$ cat config.mk
export PLATFORM = sky130hd
export DESIGN_NAME = serial_mem_ctrl
export DESIGN_NICKNAME = d
export VERILOG_FILES = /design/src/rtl/serial_mem_ctrl.sv
export SDC_FILE = /design/constraint.sdc
export NUM_CORES = 1
export LEC_CHECK = 0
export ABC_AREA = 0
export CORE_MARGIN = 2
export CORE_UTILIZATION = 52
export DETAILED_ROUTE_END_ITERATION = 8
export MAX_ROUTING_LAYER = met4
export PLACE_DENSITY = 0.77
export SLEW_MARGIN = 20
export SYNTH_ARGS = -nofsm -noshare
export SYNTH_HDL_FRONTEND = slang
export SYNTH_SLANG_ARGS = --single-unit
$ cat constraint.sdc
create_clock -name clk -period 3.2 [get_ports clk]
set_input_delay 0.64 -clock clk [delete_from_list [all_inputs] [get_ports clk]]
set_output_delay 0.64 -clock clk [all_outputs]
set_load 0.1 [all_outputs]
$ cat src/rtl/serial_mem_ctrl.sv
// Byte-serial bridge between a core's 8-bit transfer bus and a 16-bit word memory.
// Define SERIAL_MEM_CTRL_TIMEOUT_EN to add a memory-acknowledge timeout with a sticky err flag.
module serial_mem_ctrl #(
  parameter int TYPE_W      = 2,
  parameter int R_TYPE_CODE = 0,
  parameter int TO_CYCLES   = 255
) (
  input  logic        clk,
  input  logic        rst,
  input  logic [7:0]  out_bus,
  input  logic        bus_pc,
  input  logic        bus_mar,
  input  logic        bus_mdr,
  output logic [7:0]  in_bus,
  output logic        ard_data_ready,
  output logic        ard_receive_ready,
  output logic        mem_req,
  output logic        mem_we,
  output logic        mem_space,
  output logic [15:0] mem_addr,
  output logic [15:0] mem_wdata,
  input  logic [15:0] mem_rdata,
  input  logic        mem_ack,
  output logic        err
);

  typedef enum logic [3:0] {
    IDLE, PC_HI, I_REQ, I_LO, I_HI, A_HI, D_CHK, ST_HI, ST_REQ, LD_REQ, LD_LO, LD_HI
  } state_t;

  localparam logic [TYPE_W-1:0] R_CODE = TYPE_W'(R_TYPE_CODE);

  state_t      state;
  logic [15:0] addr;
  logic [15:0] wdata;
  logic [15:0] word;
  logic        idx;

`ifdef SERIAL_MEM_CTRL_TIMEOUT_EN
  localparam logic [7:0] TO_LAST = 8'(TO_CYCLES - 1);
  logic [7:0] to_cnt;
  logic       in_req;
  assign in_req = (state == I_REQ) || (state == LD_REQ) || (state == ST_REQ);
`else
  logic unused_cfg;
  assign unused_cfg = ^TO_CYCLES;
  assign err = 1'b0;
`endif

  // Outputs are registered: each transition loads the values the destination state presents.
  always_ff @(posedge clk or posedge rst) begin
    if (rst) begin
      state             <= IDLE;
      addr              <= '0;
      wdata             <= '0;
      word              <= '0;
      idx               <= 1'b0;
      in_bus            <= '0;
      ard_data_ready    <= 1'b0;
      ard_receive_ready <= 1'b1;
      mem_req           <= 1'b0;
      mem_we            <= 1'b0;
      mem_space         <= 1'b0;
      mem_addr          <= '0;
      mem_wdata         <= '0;
`ifdef SERIAL_MEM_CTRL_TIMEOUT_EN
      to_cnt            <= '0;
      err               <= 1'b0;
`endif
    end else begin
      case (state)
        IDLE: begin
          if (bus_pc) begin
            addr[7:0]         <= out_bus;
            ard_receive_ready <= 1'b0;
            state             <= PC_HI;
          end else if (bus_mar) begin
            addr[7:0]         <= out_bus;
            ard_receive_ready <= 1'b0;
            state             <= A_HI;
          end
        end
        PC_HI: begin
          addr[15:8] <= out_bus;
          idx        <= 1'b0;
          mem_addr   <= {out_bus, addr[7:0]};
          mem_req    <= 1'b1;
          mem_we     <= 1'b0;
          mem_space  <= 1'b0;
          state      <= I_REQ;
        end
        I_REQ: begin
          if (mem_ack) begin
            word           <= mem_rdata;
            in_bus         <= mem_rdata[7:0];
            ard_data_ready <= 1'b1;
            mem_req        <= 1'b0;
            state          <= I_LO;
          end
        end
        I_LO: begin
          in_bus <= word[15:8];
          state  <= I_HI;
        end
        I_HI: begin
          in_bus         <= '0;
          ard_data_ready <= 1'b0;
          // Only the first word's type field decides whether an immediate word follows.
          if (!idx && (word[TYPE_W-1:0] != R_CODE)) begin
            idx      <= 1'b1;
            mem_addr <= addr + 16'd1;
            mem_req  <= 1'b1;
            state    <= I_REQ;
          end else begin
            ard_receive_ready <= 1'b1;
            state             <= IDLE;
          end
        end
        A_HI: begin
          addr[15:8] <= out_bus;
          state      <= D_CHK;
        end
        D_CHK: begin
          if (bus_mdr) begin
            wdata[7:0] <= out_bus;
            state      <= ST_HI;
          end else begin
            mem_addr  <= addr;
            mem_req   <= 1'b1;
            mem_we    <= 1'b0;
            mem_space <= 1'b1;
            state     <= LD_REQ;
          end
        end
        ST_HI: begin
          wdata[15:8] <= out_bus;
          mem_wdata   <= {out_bus, wdata[7:0]};
          mem_addr    <= addr;
          mem_req     <= 1'b1;
          mem_we      <= 1'b1;
          mem_space   <= 1'b1;
          state       <= ST_REQ;
        end
        ST_REQ: begin
          if (mem_ack) begin
            mem_req           <= 1'b0;
            mem_we            <= 1'b0;
            mem_space         <= 1'b0;
            ard_receive_ready <= 1'b1;
            state             <= IDLE;
          end
        end
        LD_REQ: begin
          if (mem_ack) begin
            word           <= mem_rdata;
            in_bus         <= mem_rdata[7:0];
            ard_data_ready <= 1'b1;
            mem_req        <= 1'b0;
            mem_space      <= 1'b0;
            state          <= LD_LO;
          end
        end
        LD_LO: begin
          in_bus <= word[15:8];
          state  <= LD_HI;
        end
        LD_HI: begin
          in_bus            <= '0;
          ard_data_ready    <= 1'b0;
          ard_receive_ready <= 1'b1;
          state             <= IDLE;
        end
        default: begin
          ard_receive_ready <= 1'b1;
          state             <= IDLE;
        end
      endcase
`ifdef SERIAL_MEM_CTRL_TIMEOUT_EN
      // A stalled request is abandoned after TO_CYCLES cycles; this overrides the case above.
      if (in_req && !mem_ack) begin
        if (to_cnt == TO_LAST) begin
          to_cnt            <= '0;
          mem_req           <= 1'b0;
          mem_we            <= 1'b0;
          mem_space         <= 1'b0;
          ard_receive_ready <= 1'b1;
          err               <= 1'b1;
          state             <= IDLE;
        end else begin
          to_cnt <= to_cnt + 8'd1;
        end
      end else begin
        to_cnt <= '0;
      end
`endif
    end
  end

endmodule

==> results of run 1 <==
[sequential cells by signal, summed over array words and instances, names as in the netlist]
| register | flops |
|---|---|
| addr | 16 |
| mem_addr | 16 |
| mem_wdata | 16 |
| word | 10 |
| in_bus | 8 |
| wdata | 8 |
| state | 4 |
| ard_data_ready | 1 |
| ard_receive_ready | 1 |
| idx | 1 |
| mem_req | 1 |
| mem_space | 1 |
| mem_we | 1 |
[worst max-delay path: stages, from the launching register on]
cell and delay [ns]:
dfrtp_1 0.74, clkinv_1 0.43, a31oi_1 0.26, buf_4 0.20, and3_1 0.34, mux2_2 0.37
[synthesized netlist by cell type, drive strengths merged, types with 5 or more instances]
| master | instances |
|---|---|
| dfrtp | 83 |
| nand2 | 56 |
| mux2 | 42 |
| o21ai | 25 |
| a31oi | 22 |
| nor2 | 13 |
| buf | 12 |
| inv | 12 |
| nor4 | 11 |
| a22oi | 8 |
| a2bb2oi | 8 |
| clkbuf | 8 |
| a21oi | 7 |
| nand2b | 7 |
| nor3 | 7 |
| a21o | 5 |
| nand4 | 5 |
| xnor2 | 5 |
[through the flow]
stage	cell area, µm²	utilization (%)	setup WS [ns]	hold WS [ns]
floorplan	4100	-	0.397	0.446
global placement	4820	62.7	0.725	0.457
detailed placement	4820	62.7	0.656	0.462
CTS	5030	65.5	0.787	0.485
global route	5030	65.5	0.600	0.522
finish	5030	65.5	0.748	0.483
[logic make-up after synthesis]
kind of cell             Yosys count  share of synthesized area [%]
other                              1                         0.0915
multiplexers                      46                           12.5
adder cells (fa/ha/maj)            1                          0.305
flip-flops                        84                           51.3
XOR/XNOR                           8                           1.71
AO/OA/AOI/OAI                     99                           16.4
AND/OR/NAND/NOR                  114                           13.8
buffers and inverters             33                           3.82
[worst paths after layout]
kind                                            endpoint  slack (ns)                 start  cells past startpoint
max                              mem_addr[2]$_DFFE_PP0P_        0.75  state[1]$_DFFE_PP0P_                      5
min                                 word[14]$_DFFE_PP0P_        0.48  word[14]$_DFFE_PP0P_                      2
max reg2reg                      mem_addr[2]$_DFFE_PP0P_        0.75  state[1]$_DFFE_PP0P_                      5
min reg2reg                         word[14]$_DFFE_PP0P_        0.48  word[14]$_DFFE_PP0P_                      2
max in group asynchronous  ard_receive_ready$_DFFE_PP1P_        1.81                   rst                      3
min in group asynchronous       mem_wdata[2]$_DFFE_PP0N_        0.66                   rst                      2
[area by class of cell]
cell class                 count  area (µm²)  area share [%]
multi-input combinational    269        1840            36.5
clock inverter                 7        90.1            1.79
sequential                    84        2100            41.8
inverter                      13        50.0           0.995
tap                          102         128            2.54
timing repair buffer          82         701            13.9
clock buffer                   9         124            2.46
[per-layer routing]
metal  part of all wire (%)  track usage [%]
met2                     44             34.2
met4                    1.7             7.48
met5                      0                -
met3                    6.8             6.67
met1                     47             33.7
==> impl_metrics.ini, run 1 <==
[run_status]
status = complete, no violations

[yosys]
synthArstFlopShare_pct = 100
ys_warn_count = 0
synth_fp_nets = 417
syn_inst = 386
synth_area_um2 = 4100
ys_seq_elements = 84
ys_seq_area_share_pct = 51.3
yosysTopAreaCell = dfrtp_1
avgSynthCellArea_um2 = 10.6
yosys_most_used_dff = dfrtp_1
synth_area_leaders = dfrtp_1, mux2_2, nand2_1
yosysTopAreaCellShare_pct = 50.7
synth_cell_types = 58
synth-edff-count = 0

[place]
io_buffers = 74
dp_cells = 550
place.detailed.hpwl_um = 6720
gp_congestion = 0.996

[clock_tree]
clock_sinks = 84
cts_tree = built
worstSkewPairLatency_ns = 0.37
post_cts_buffers = 0
root_buffer = clkbuf_8
cts_resized = 0
hold_buffers = 0
cts_made_buffers = 9
clk_pin_slew_ns = 0.09
max-clock-path-buffers = 2
htreeDepth = 3

[grt]
grtUsageTotal_pct = 24.0
grt_max_degree = 48
grt_pass1_vias = 3158
grt-ovfl-total = 0
grt_pass1_wl_um = 15800
antenna_found_initial = 0

[sta]
slew_headroom_pct = 50.4
finalCritPeriodShare_pct = 76.6
fmax_mhz = 408
slew_violations = 0
setup_tns_ns = 0
rsz0062_at_grt = false
skew_ns = 0.0129
fin_crit_ns = 2.45
finalHoldViolCount = 0
setup_violations = 0
worst_slew_pin_slew_ns = 0.741

[routing]
viasPerCell = 5.83
wire_per_inst_um = 16.8
vias = 3299
first_pass_iters = 5
drc = 0
drt_iter0_markers = 239
drtAntennaViolNets = 0
routed_wl_um = 9490

[critical_path]
cp-end-kind = flip-flop
crit_path_start_kind = flip-flop
worstPathRequired_ns = 3.45
worstPathArrival_ns = 2.70
path_class = reg -> reg
crit_fanout = 20

[final_layout]
fin_nets = 490
final_cells = 566
insertedDiodeCount = 0
fillers = 637
syn_to_final_growth_pct = 22.8
layout_commonest_cell = dfrtp_1
layout_common_cells = dfrtp_1, nand2_1, buf_4
drive_gt1_share_pct = 25.4

[flow_run]
cap_violations = 0

[die]
die_h_um = 92.8
dieArea_um2 = 8600
die_w_um = 92.8
start_util_pct = 53.3
pin_count = 76
core_um2 = 7690
num_rows = 32

[hold_path]
hold_path.class = reg -> reg
Power of run 1 is not shown: default switching activity piles up to over one toggle a cycle in this logic, so the estimate is an artifact.
==> inputs of run 2 (changes only) <==
==> constraint.sdc (replaced) <==
create_clock -name clk -period 2.6 [get_ports clk]
set_input_delay 0.52 -clock clk [delete_from_list [all_inputs] [get_ports clk]]
set_output_delay 0.52 -clock clk [all_outputs]
set_load 0.1 [all_outputs]
==> impl_metrics.ini, run 2 (synthesis results as in run 1) <==
[sta]
slew_headroom_pct = 55.9
fin_crit_ns = 2.13
worst_slew_pin_slew_ns = 0.661
setup_violations = 0
finalHoldViolCount = 0
finalCritPeriodShare_pct = 82.1
slew_violations = 0
skew_ns = 0.0107
setup_tns_ns = 0
fmax_mhz = 468
rsz0062_at_grt = false

[die]
die_h_um = 92.8
dieArea_um2 = 8600
core_um2 = 7690
pin_count = 76
num_rows = 32
die_w_um = 92.8
start_util_pct = 53.3

[grt]
met3_usage_pct = 3.50
grt_pass1_wl_um = 16300
grt_pass1_vias = 3324
top_usage_layer = met2
use_met2_pct = 37.8
grtUsageTotal_pct = 24.8
grt-ovfl-total = 0
grt_util_met1_pct = 34.4
grt_max_degree = 31
antenna_found_initial = 0

[clock_tree]
clock_sinks = 84
max-clock-path-buffers = 2
cts_made_buffers = 9
root_buffer = clkbuf_8
clk_pin_slew_ns = 0.09
hold_buffers = 0
post_cts_buffers = 0
htreeDepth = 3
cts_tree = built
cts_resized = 0
worstSkewPairLatency_ns = 0.36

[critical_path]
cp_cell_sequence = or4b_4 -> nor4_1 -> xor2_1 -> mux2_1
cp_slowest_cell = or4b_4
worst_path_largest_cell_delay_ns = 0.70
crit_family = simple AND/OR/NAND/NOR gates
crit_cells = 4
crit_fanout = 15
crit_buf_inv = 0
path_class = reg -> reg
worstPathArrival_ns = 2.38
reg2reg_depth = 4
worstPathRequired_ns = 2.84
cp-end-kind = flip-flop
crit_path_start_kind = flip-flop

[final_layout]
fillers = 618
layout_commonest_cell = dfrtp_1
drive_gt1_share_pct = 27.2
syn_to_final_growth_pct = 25.5
layout_common_cells = dfrtp_1, buf_4, nand2_1
fin_nets = 501
insertedDiodeCount = 0
final_util_pct = 66.9
reg_top3 = addr: 16 flops, mem_addr: 16 flops, mem_wdata: 16 flops

[place]
place.detailed.hpwl_um = 7140
io_buffers = 74
gp_congestion = 0.923

[hold_path]
hold_path.class = reg -> reg
hold_depth = 2

[routing]
drc = 0
routed_wl_um = 9950
vias = 3412
first_pass_iters = 5
drtAntennaViolNets = 0
wire_per_inst_um = 17.2
drt_iter0_markers = 247
viasPerCell = 5.91

[run_status]
status = complete, no violations

[flow_run]
cap_violations = 0
==> run 2: changes by cell type in the layout (fill, tap and decap cells not counted) <==
cell,change
inv_8,-2
buf_12,+1
clkinv_4,-2
clkinvlp_4,+1
buf_4,+10
bufinv_16,+1
inv_6,+2
==> run 2: per-stage QoR <==
| stage | worst slack, ns | hold slack, ns | cell area, µm² | cells |
|---|---|---|---|---|
| floorplan | 0.703 | 0.446 | 4100 | 386 |
| global placement | 0.434 | 0.457 | 4920 | 561 |
| detailed placement | 0.344 | 0.466 | 4920 | 561 |
| CTS | 0.495 | 0.487 | 5140 | 577 |
| global route | 0.353 | 0.517 | 5140 | 577 |
| finish | 0.465 | 0.487 | 5140 | 577 |
==> run 2: metal layers <==
layer / part of all wire, % / up-vias / wire (µm)
met5: 0 / - / 0
met2: 47 / 158 / 4660
met4: 2.2 / 0 / 218
met1: 45 / 1650 / 4470
li1: - / 1579 / -
met3: 6.1 / 25 / 605
==> run 2: worst paths after layout <==
| check | from | slack, ns | end |
|---|---|---|---|
| max in group asynchronous | rst | 1.36 | ard_receive_ready$_DFFE_PP1P_ |
| worst min register to register | word[11]$_DFFE_PP0P_ | 0.49 | word[11]$_DFFE_PP0P_ |
| worst max-delay path | state[1]$_DFFE_PP0P_ | 0.47 | mem_addr[7]$_DFFE_PP0P_ |
| min in group asynchronous | rst | 0.60 | mem_wdata[4]$_DFFE_PP0N_ |
| worst min-delay path | word[11]$_DFFE_PP0P_ | 0.49 | word[11]$_DFFE_PP0P_ |
| worst max register to register | state[1]$_DFFE_PP0P_ | 0.47 | mem_addr[7]$_DFFE_PP0P_ |
==> run 2: cell type report <==
class / instances / area, µm² / area share (%)
clock inverters: 7 / 103 / 2.00
multi-input cells: 269 / 1840 / 35.7
repair buffers: 93 / 796 / 15.5
well taps: 102 / 128 / 2.48
inverters: 13 / 52.6 / 1.02
clock buffers: 9 / 124 / 2.41
flip-flops and latches: 84 / 2100 / 40.9
==> run 2: worst register-to-register path: cells and delay by family (launching register included) <==
kind             cells  cell delay [ns]
flip-flops           1             0.56
XOR/XNOR             1             0.11
multiplexers         1             0.30
AND/OR/NAND/NOR      2             1.06
Power of run 2 is left out for the same reason.
==> inputs of run 3 (changes only) <==
--- a/config.mk
+++ b/config.mk
@@ -7,10 +7,10 @@
 export LEC_CHECK = 0
 export ABC_AREA = 0
 export CORE_MARGIN = 2
-export CORE_UTILIZATION = 52
+export CORE_UTILIZATION = 47
 export DETAILED_ROUTE_END_ITERATION = 8
 export MAX_ROUTING_LAYER = met4
-export PLACE_DENSITY = 0.77
+export PLACE_DENSITY = 0.73
 export SLEW_MARGIN = 20
 export SYNTH_ARGS = -nofsm -noshare
 export SYNTH_HDL_FRONTEND = slang
==> constraint.sdc (replaced) <==
create_clock -name clk -period 1.8 [get_ports clk]
set_input_delay 0.36 -clock clk [delete_from_list [all_inputs] [get_ports clk]]
set_output_delay 0.36 -clock clk [all_outputs]
set_load 0.1 [all_outputs]
==> impl_metrics.ini, run 3 (synthesis results as in run 1) <==
[clock_tree]
worstSkewPairLatency_ns = 0.37
clk_pin_slew_ns = 0.10
root_buffer = clkbuf_8
max-clock-path-buffers = 2
cts_tree = built
cts_made_buffers = 9
htreeDepth = 3
clock_sinks = 84

[grt]
grt_pass1_wl_um = 17700
grt_pass1_vias = 3452
antenna_found_initial = 0
grtUsageTotal_pct = 23.9
grt_max_degree = 85
grt-ovfl-total = 0

[sta]
setup_tns_ns = -0.0198
finalCritPeriodShare_pct = 101
rsz0062_at_grt = true
worst_slack_ns = -0.0198
slew_violations = 0
skew_ns = 0.0184
fmax_mhz = 550
finalHoldViolCount = 0
setup_violations = 1
fin_crit_ns = 1.82

[die]
num_rows = 34
pin_count = 76
core_um2 = 8590
die_h_um = 97.4
dieArea_um2 = 9480
start_util_pct = 47.7
die_w_um = 97.4

[hold_path]
hold_path.class = in -> async

[place]
io_buffers = 74
place_area_um2 = 5690
dp_cells = 591
pre_cts_ws_ns = -0.149
place.detailed.hpwl_um = 7720
gp_congestion = 0.888

[routing]
vias = 3455
viasPerCell = 5.68
drtAntennaViolNets = 0
wire_per_inst_um = 17.6
drc = 0
routed_wl_um = 10700
first_pass_iters = 5
drt_iter0_markers = 233

[critical_path]
crit_path_start_kind = flip-flop
cp-end-kind = flip-flop
path_class = reg -> reg
worst_path_largest_cell_delay_ns = 0.61
crit_family = simple AND/OR/NAND/NOR gates
crit_cells = 5
worstPathArrival_ns = 2.07
crit_fanout = 4
cp_cell_sequence = or4b_4 -> buf_6 -> nor4_4 -> xor2_1 -> mux2_4
worstPathRequired_ns = 2.05
crit_buf_inv = 1
cp_slowest_cell = or4b_4
reg2reg_depth = 5

[run_status]
status = finished with violations
violations = setup timing

[final_layout]
layout_common_cells = dfrtp_1, nand2_1, buf_12
seqCellArea_um2 = 2100
multi_input_area_um2 = 1920
fin_nets = 526
final_cells = 608
syn_to_final_growth_pct = 45.9
final_area_um2 = 5980
fillers = 614
drive_gt1_share_pct = 33.2
layout_commonest_cell = dfrtp_1
reg_top3 = addr: 16 flops, mem_addr: 16 flops, mem_wdata: 16 flops
insertedDiodeCount = 0

[flow_run]
cap_violations = 0
## run 3: cell count changes in the layout (fill, tap and decap cells not counted), sizes merged
cell,before,now
inv,15,14
buf,64,89
clkinv,2,5
bufinv,2,0
## run 3: layer usage
layer | track usage (%) | vias up | part of all wire (%)
met2 | 35.8 | 107 | 47
met5 | - | - | 0
met3 | 3.02 | 17 | 4.7
met4 | 7.37 | 0 | 1.7
li1 | - | 1628 | -
met1 | 34.4 | 1703 | 46
## run 3: worst paths after layout
kind,endpoint,slack (ns),start
worst max-delay path,mem_addr[5]$_DFFE_PP0P_,-0.02,state[3]$_DFFE_PP0P_
worst min-delay path,word[8]$_DFFE_PP0P_,0.46,rst
worst max register to register,mem_addr[5]$_DFFE_PP0P_,-0.02,state[3]$_DFFE_PP0P_
worst min register to register,word[13]$_DFFE_PP0P_,0.49,word[13]$_DFFE_PP0P_
max in group asynchronous,ard_receive_ready$_DFFE_PP1P_,0.95,rst
min in group clk,word[13]$_DFFE_PP0P_,0.49,word[13]$_DFFE_PP0P_
## run 3: repair_timing
action                                  in CTS  in global routing
endpoints found under the setup margin       4                 24
setup buffers                                0                  0
cloned                                       0                  1
hold buffers                                 0                  0
pin swaps                                    3                  3
gates resized for setup                      5                 19
## run 3: layout make-up
type	count	share of cell area, %
clock buffer	9	2.07
multi-input combinational	269	32.2
sequential	84	35.2
timing repair buffer	118	26.2
clock inverter	7	1.28
inverter	13	0.879
tap	108	2.26
## run 3: tightest hold or removal path, cell delays in order
cell and delay (ns):
clkdlybuf4s50_1 0.44, clkinvlp_4 0.09, buf_12 0.36
## run 3: through the flow
stage | util [%] | hold slack, ns
global route | 69.6 | 0.511
floorplan | - | 0.446
finish | 69.6 | 0.462
CTS | 68.7 | 0.476
global placement | 66.2 | 0.458
detailed placement | 66.2 | 0.464
Power of run 3 is left out for the same reason.
